<file path="config.mk">
export PLATFORM = sky130hd
export DESIGN_NAME = wait_fare_timer
export DESIGN_NICKNAME = d
export VERILOG_FILES = /design/src/rtl/wait_fare_pkg.sv /design/src/rtl/wait_unit_counter.sv /design/src/rtl/wait_fare_timer.sv
export SDC_FILE = /design/constraint.sdc
export NUM_CORES = 1
export LEC_CHECK = 0
export ABC_AREA = 1
export BUFFER_PORTS_ARGS = -buffer_cell sky130_fd_sc_hd__buf_2
export CAP_MARGIN = 20
export CORE_MARGIN = 2
export CORE_UTILIZATION = 54
export DETAILED_ROUTE_END_ITERATION = 6
export GPL_TIMING_DRIVEN = 0
export PLACE_DENSITY = 0.76
export SLEW_MARGIN = 30
export SYNTH_ARGS = -nofsm -noshare
export SYNTH_HDL_FRONTEND = slang
export SYNTH_HIERARCHICAL = 1
export SYNTH_SLANG_ARGS = --single-unit
</file>
<file path="constraint.sdc">
create_clock -name clk -period 1.7 [get_ports clk]
set_clock_uncertainty 0.2 [all_clocks]
set_input_delay 0.085 -clock clk [delete_from_list [all_inputs] [get_ports clk]]
set_output_delay 0.085 -clock clk [all_outputs]
set_load 0.02 [all_outputs]
</file>
<file path="src/rtl/wait_fare_pkg.sv">
`default_nettype none
// ============================================================================
// Module   : wait_fare_pkg
// Purpose  : Shared state encoding and helpers for the waiting-fare engine.
// Revision : 1.0 - initial release
// ============================================================================
package wait_fare_pkg;

  localparam logic [1:0] c_st_idle  = 2'd0;
  localparam logic [1:0] c_st_grace = 2'd1;
  localparam logic [1:0] c_st_bill  = 2'd2;

  typedef enum logic [1:0] {
    ST_IDLE  = c_st_idle,
    ST_GRACE = c_st_grace,
    ST_BILL  = c_st_bill
  } state_t;

  // Increment that sticks at max_v; callers cast to their own counter width.
  function automatic logic [31:0] sat_inc(input logic [31:0] v, input logic [31:0] max_v);
    return (v >= max_v) ? v : v + 32'd1;
  endfunction

endpackage
`default_nettype wire

</file>
<file path="src/rtl/wait_unit_counter.sv">
`default_nettype none
// ============================================================================
// Module   : wait_unit_counter
// Purpose  : Modulo-len counter with enable and synchronous clear; term marks
//            the enabled count that wraps back to zero.
// Revision : 1.0 - initial release
// ============================================================================
module wait_unit_counter
  import wait_fare_pkg::*;
#(
  parameter int CNT_W = 8
) (
  input  logic             clk,
  input  logic             rst_n,
  input  logic             clr,
  input  logic             en,
  input  logic [CNT_W-1:0] len,
  output logic             term
);

  localparam logic [CNT_W-1:0] c_one = CNT_W'(1);

  logic [CNT_W-1:0] r_cnt;
  logic [CNT_W-1:0] w_last;
  logic             w_wrap;

  // >= rather than == so a shorter length chosen mid-unit still wraps.
  assign w_last = len - c_one;
  assign w_wrap = (r_cnt >= w_last);
  assign term   = en & w_wrap;

  always_ff @(posedge clk or negedge rst_n) begin
    if (!rst_n) begin
      r_cnt <= '0;
    end else if (clr) begin
      r_cnt <= '0;
    end else if (en) begin
      r_cnt <= w_wrap ? '0 : r_cnt + c_one;
    end
  end

endmodule
`default_nettype wire

</file>
<file path="src/rtl/wait_fare_timer.sv">
`default_nettype none
// ============================================================================
// Module   : wait_fare_timer
// Purpose  : Waiting-time billing engine: free grace minutes per trip, then one
//            wait_fare_pulse per billing unit. Night rate: WAIT_NIGHT_RATE_EN.
// Revision : 1.0 - initial release
// ============================================================================
module wait_fare_timer
  import wait_fare_pkg::*;
#(
  parameter int CNT_W          = 8,
  parameter int FREE_MIN       = 5,
  parameter int UNIT_MIN       = 3,
  parameter int NIGHT_UNIT_MIN = 2
) (
  input  logic             clk,
  input  logic             rst_n,
  input  logic             trip_active,
  input  logic             waiting,
  input  logic             min_tick,
  input  logic             night,
  output logic             wait_fare_pulse,
  output logic [CNT_W-1:0] wait_minutes,
  output logic             billing
);

  localparam logic [CNT_W-1:0] c_one  = CNT_W'(1);
  localparam logic [CNT_W-1:0] c_free = CNT_W'(FREE_MIN);
  localparam logic [CNT_W-1:0] c_max  = {CNT_W{1'b1}};

  state_t           r_state;
  logic [CNT_W-1:0] r_grace;
  logic [CNT_W-1:0] r_wait_minutes;
  logic             r_pulse;
  logic             r_billing;

  logic             w_tick;
  logic [CNT_W-1:0] w_len;
  logic [CNT_W-1:0] w_grace_next;
  logic [CNT_W-1:0] w_wait_inc;
  logic             w_unit_en;
  logic             w_unit_clr;
  logic             w_unit_term;

  assign w_tick       = min_tick & waiting & trip_active & (r_state != ST_IDLE);
  assign w_grace_next = r_grace + c_one;
  assign w_wait_inc   = CNT_W'(sat_inc(32'(r_wait_minutes), 32'(c_max)));

`ifdef WAIT_NIGHT_RATE_EN
  assign w_len = night ? CNT_W'(NIGHT_UNIT_MIN) : CNT_W'(UNIT_MIN);
`else
  logic [CNT_W:0] w_unused_night;
  assign w_unused_night = {night, CNT_W'(NIGHT_UNIT_MIN)};
  assign w_len          = CNT_W'(UNIT_MIN);
`endif

  // A partial unit is discarded whenever the trip ends or a new one begins.
  assign w_unit_en  = w_tick & (r_state == ST_BILL);
  assign w_unit_clr = ~trip_active | (r_state == ST_IDLE);

  wait_unit_counter #(
    .CNT_W (CNT_W)
  ) u_unit (
    .clk   (clk),
    .rst_n (rst_n),
    .clr   (w_unit_clr),
    .en    (w_unit_en),
    .len   (w_len),
    .term  (w_unit_term)
  );

  always_ff @(posedge clk or negedge rst_n) begin
    if (!rst_n) begin
      r_state        <= ST_IDLE;
      r_grace        <= '0;
      r_wait_minutes <= '0;
      r_pulse        <= 1'b0;
      r_billing      <= 1'b0;
    end else begin
      r_pulse <= 1'b0;
      if (!trip_active) begin
        r_state   <= ST_IDLE;
        r_billing <= 1'b0;
      end else begin
        case (r_state)
          ST_IDLE: begin
            r_wait_minutes <= '0;
            r_grace        <= '0;
            if (FREE_MIN == 0) begin
              r_state   <= ST_BILL;
              r_billing <= 1'b1;
            end else begin
              r_state <= ST_GRACE;
            end
          end
          ST_GRACE: begin
            if (w_tick) begin
              r_grace        <= w_grace_next;
              r_wait_minutes <= w_wait_inc;
              if (w_grace_next == c_free) begin
                r_state   <= ST_BILL;
                r_billing <= 1'b1;
              end
            end
          end
          ST_BILL: begin
            if (w_tick) begin
              r_wait_minutes <= w_wait_inc;
              r_pulse        <= w_unit_term;
            end
          end
          default: begin
            r_state   <= ST_IDLE;
            r_billing <= 1'b0;
          end
        endcase
      end
    end
  end

  assign wait_fare_pulse = r_pulse;
  assign wait_minutes    = r_wait_minutes;
  assign billing         = r_billing;

endmodule
`default_nettype wire

</file>
Word level (Yosys, flattened, before mapping). Index checks and enable logic that the tools add are counted. Widths: inputs -> output; s select.

Flip-flop bits (word level): 28. Input port bits: 6. Word-level logic and storage cells: 58.

Add/subtract/negate cells: 3. Magnitude comparators: 2. Equality and inequality tests: 10. Mux-type cells: 19. Bitwise gates (word level): 7. Reduce and logical (&&, ||, !) cells: 11.

Operator list (number): $mux 8 (6); $pmux 8 s2 (2); $add 8x1->8 const B (3); $reduce_and 3->1 (3); $eq 8x3->1 const B (1); $ge 8x2->1 const B (1); $ge 8x8->1 const B (1); $ne 2x2->1 const B (4); $reduce_bool 2->1 (4); $mux 1 (6); $mux 2 (3); $ne 3x3->1 const B (2); $pmux 2 s3 (1); $and 1x1->1 (5); $reduce_and 4->1 (1); $reduce_or 2->1 (2); $eq 2x1->1 const B (1); $eq 2x2->1 const B (1); $logic_not 2->1 (1); $ne 2x1->1 const B (1); $pmux 1 s2 (1); $not 1->1 (1); $or 1x1->1 (1).

Depth between registers and ports, before layout.
Word-level depth: 8. Depth in mapped cells: 13. Gate-level depth less buffers: 13.

Modules after synthesis. The synthesis kept the hierarchy.

By module, submodules not included: wait_fare_timer (times used 1, cells each 176, area each 1323.8 um^2, seq. area each 500.5 um^2); wait_unit_counter (times used 1, cells each 102, area each 754.5 um^2, seq. area each 200.2 um^2).

Worst setup path after synthesis. Ideal clock, no wire load.

Path type: register to register. Start: register r_state[0]. End: register u_unit.r_cnt[7]. Library setup time: 0.121 ns. Arrival time: 1.513 ns. Required time: 1.379 ns. Slack: -0.134 ns. Cell stages (with the launch flop): 13. Path buffers: 0. Period minus slack after synthesis: 1.834 ns. Path through: dfrtp_1 -> inv_1 -> ha_1 -> inv_1 -> nand4_2 -> nor2_1 -> nor2_2 -> nor2_2 -> nand2_2 -> nor2_1 -> nand2_1 -> nand2_1 -> a21oi_2.

Word-level cells in the longest chain between the ends: 4. Elaborated cells between the ends (all ways): 8.

RTL lines: from (decl) (line wait_fare_timer.sv:31) `state_t r_state;`; from (signal assigned) (line wait_fare_timer.sv:74) `r_state <= ST_IDLE;`; from (signal assigned) (line wait_fare_timer.sv:82) `r_state <= ST_IDLE;`; from (signal assigned) (line wait_fare_timer.sv:90) `r_state <= ST_BILL;`; $reduce_bool 2->1 (line wait_fare_timer.sv:45) `assign w_tick = min_tick & waiting & trip_active & (r_state != ST_IDLE);`; $and 1x1->1 (line wait_fare_timer.sv:45); $and 1x1->1 * (line wait_fare_timer.sv:58) `assign w_unit_en = w_tick & (r_state == ST_BILL);`; via w_unit_en (line wait_fare_timer.sv:41) `logic w_unit_en;`; $reduce_bool 2->1 (no line) *; to (signal assigned) (line wait_unit_counter.sv:38) `r_cnt <= w_wrap ? '0 : r_cnt + c_one;`; to (decl) (line wait_unit_counter.sv:23) `logic [CNT_W-1:0] r_cnt;`.

The timed path passes the listed nets; every way through them passes the cells marked *. A chain may end at the register's enable or synchronous reset.

Worst setup path after layout.
Start: register r_state[1]. End: register r_grace[5].

Word-level cells in the longest chain between the ends: 4. Elaborated cells between the ends (all ways): 8.

RTL lines: $reduce_bool 2->1 (line wait_fare_timer.sv:45); $and 1x1->1 (line wait_fare_timer.sv:45); $ne 2x2->1 (no line); $reduce_and 3->1 (no line); to (signal assigned) (line wait_fare_timer.sv:98) `r_grace <= w_grace_next;`; to (decl) (line wait_fare_timer.sv:32) `logic [CNT_W-1:0] r_grace;`.

Parallel ways exist; a longest one is shown, timed or not.

==> results.txt <==
Status -> finished with violations
Failing checks -> negative setup slack
GPL Wtd Cong -> 0.868
Setup WS post-layout -> -176 ps
Synth Area in XOR/XNOR -> 4.64%
R2r worst-path depth -> 10
RSZ-0062 raised after global routing -> yes
Main flop type after synthesis -> dfrtp_1
Cell area after synthesis -> 2080 um^2
CP Class -> reg -> reg
Initial antenna violation count -> 0
Fmax -> 533 MHz
Slew headroom -> 56.9%
Area share of and/or/nand/nor cells after synthesis -> 30.0%
Commonest non-fill, non-tap cell in the layout -> nand2_1
Clk_lat worst skew -> 270 ps
Register Area -> 704 um^2
Post-Syn Instances -> 278
Vias per inst -> 4.96
Worst vdd ir -> 0.880 mV
DIE HEIGHT -> 66.0 um
CP startpoint kind -> flop
Top Ports -> 16
Row count -> 22
H-tree Lvls -> 1
Overall power -> 2.78 mW
CTS tree -> done
Setup TNS -> -1790 ps
Util after Layout -> 73.7%
Antenna-violating nets left -> 0
Vias in the first global route -> 1,740
Hold Path Origin -> trip_active
Least-Margin Pin Slew -> 647 ps
Worst r2r src -> r_state[1]
Cell variety after synth -> 32
CTS sink cnt -> 28
Pre-CTS setup slack -> -179 ps
Nets@finish -> 360
Fillers -> 281
Most frequent cells in the layout -> 52 x nand2_1, 37 x inv_1, 25 x dfrtp_1
Num CTS Buffers -> 3
Port Buf Inserts -> 14
Post-synth EDFFs -> 0
Setup crit start -> r_state[1]
Post-Synth Adder-Cell Area -> 10.8%
Leakage power total -> 1.36 nW
Yosys warning total -> 6
Layout cells sized above 1 -> 32.5%
Pin count of the biggest net entering global routing -> 29
Compound-cell area share of the yosys netlist -> 10.8%
Hold Path Stages -> 5
First-pass DRT Iterations -> 4
DR iter-0 viols -> 60
#FFs+latches synth -> 28
Initial Utilization -> 56.3%
Total congestion overflow -> 0
Ys async rst share -> 100%
Syn Area/Cell -> 7.48 um^2
Largest family of logic cells by synthesized area -> simple AND/OR/NAND/NOR gates
First-pass GRT wire length -> 6980 um
Tmin final -> 1880 ps
Routed WL -> 4490 um
CP required -> 1660 ps
DRC viols -> 0
Vias -> 1,900
Root Buffer -> clkbuf_8
Max Slew Vio Count -> 0
Multiplexer share of the synthesized area -> 0%
Maxcap violations -> 0
Layout area overhead -> 30.8%
Fin crit share -> 110%
Register area share after synthesis -> 33.7%
Power per cell area -> 1020 nW/um^2
CP max FO -> 6
Clk slew on worst S/H paths -> 100 ps
Min-Delay Path Class -> in -> reg
Hold Vio Cnt, Final -> 0
Die X -> 66.0 um
Clock buffer depth -> 2
Hpwl dp -> 2870 um
Die area -> 4360 um^2
Worst setup EP type -> flop
Ant diodes -> 0
WL per Instance -> 11.7 um
WP data arrival -> 1840 ps
Finish-stage setup viols -> 27
Multi-input logic area -> 1410 um^2
Core area -> 3690 um^2
Total Routing Usage GR -> 20.7%
[layer usage]
layer	part of all wire [%]	GRT usage (%)	vias up
li1	-	-	978
met1	44	24.1	874
met2	51	38.4	37
met3	2.9	2.56	11
met4	2.5	7.65	0
met5	0	0	-
[synth_stat cells, drive strengths merged, types with 2 or more instances]
cell type / count / share of area, %
o21bai: 4 / 1.6
conb: 2 / 0.36
inv: 49 / 8.9
nor2: 27 / 5.7
a21oi: 18 / 4.9
nand3: 24 / 7.0
dfrtp: 28 / 34
nand4: 5 / 1.8
xnor2: 2 / 0.84
o22ai: 2 / 0.60
nand2: 69 / 14
nor3: 3 / 0.72
ha: 18 / 11
or2: 3 / 0.90
xor2: 9 / 3.8
o21ai: 10 / 2.6
[stage by stage]
stage | std cells | area, um^2 | hold slack (ps)
floorplan | 292 | 2170 | -411
global placement | 354 | 2300 | -57.0
detailed placement | 354 | 2300 | -57.1
CTS | 371 | 2510 | 2.47
global route | 383 | 2720 | 95.3
finish | 383 | 2720 | 63.0
[cell families (layout without fill, tap and decap cells)]
kind of cell / count (synthesis) / count (layout)
other: 2 / 16
and+or+nand+nor: 131 / 131
buffers and inverters: 51 / 94
adders and majority gates: 18 / 18
xor gates and xnor gates: 11 / 11
DFF: 28 / 28
AOI/OAI and AO/OA: 37 / 37
[critical path, cell delays in order, from the launching register on]
cell and delay (ps):
dfrtp_1 390, inv_2 80, ha_4 180, inv_4 60, nand4_4 120, buf_4 180
nand2_4 70, inv_2 40, a21oi_4 210, buf_4 160, o21ai_1 70
[final timing paths]
kind	slack (ps)	endpoint
worst max-delay path	-180	r_grace[5]
worst min-delay path	60	r_state[0]
worst max register to register	-180	r_grace[5]
worst min register to register	280	billing
max in group asynchronous	680	wait_minutes[1]
min in group asynchronous	160	r_grace[4]
[flip-flops by register name, summed over array words and instances, names as in the netlist]
register / count
billing: 1
r_grace: 8
r_state: 2
u_unit/r_cnt: 8
wait_fare_pulse: 1
wait_minutes: 8
[area by class of cell]
| cell class | instances | share of cell area, % |
|---|---|---|
| clock buffers | 4 | 2.03 |
| plain buffers | 1 | 0.414 |
| well taps | 48 | 2.21 |
| flip-flops and latches | 28 | 25.9 |
| repair buffers | 39 | 10.5 |
| inverters | 50 | 7.23 |
| multi-input cells | 213 | 51.7 |
[report_power, final]
part / internal, mW / total, mW / leakage, nW / switching, mW
registers: 0.741 / 0.803 / 0.382 / 0.0629
logic: 0.706 / 1.56 / 0.953 / 0.856
clock network: 0.207 / 0.416 / 0.0288 / 0.209
total: 1.65 / 2.78 / 1.36 / 1.13
[what timing repair did]
action                                  4_1_cts  5_1_grt
endpoints found under the hold margin        28        0
pin swaps                                    12       21
buffers inserted                             11       12
cloned                                        1        0
gates resized for setup                      15       35
hold buffers                                  1        0
endpoints found under the setup margin       28       28
Note: power is estimated with default switching activity, not from simulation.
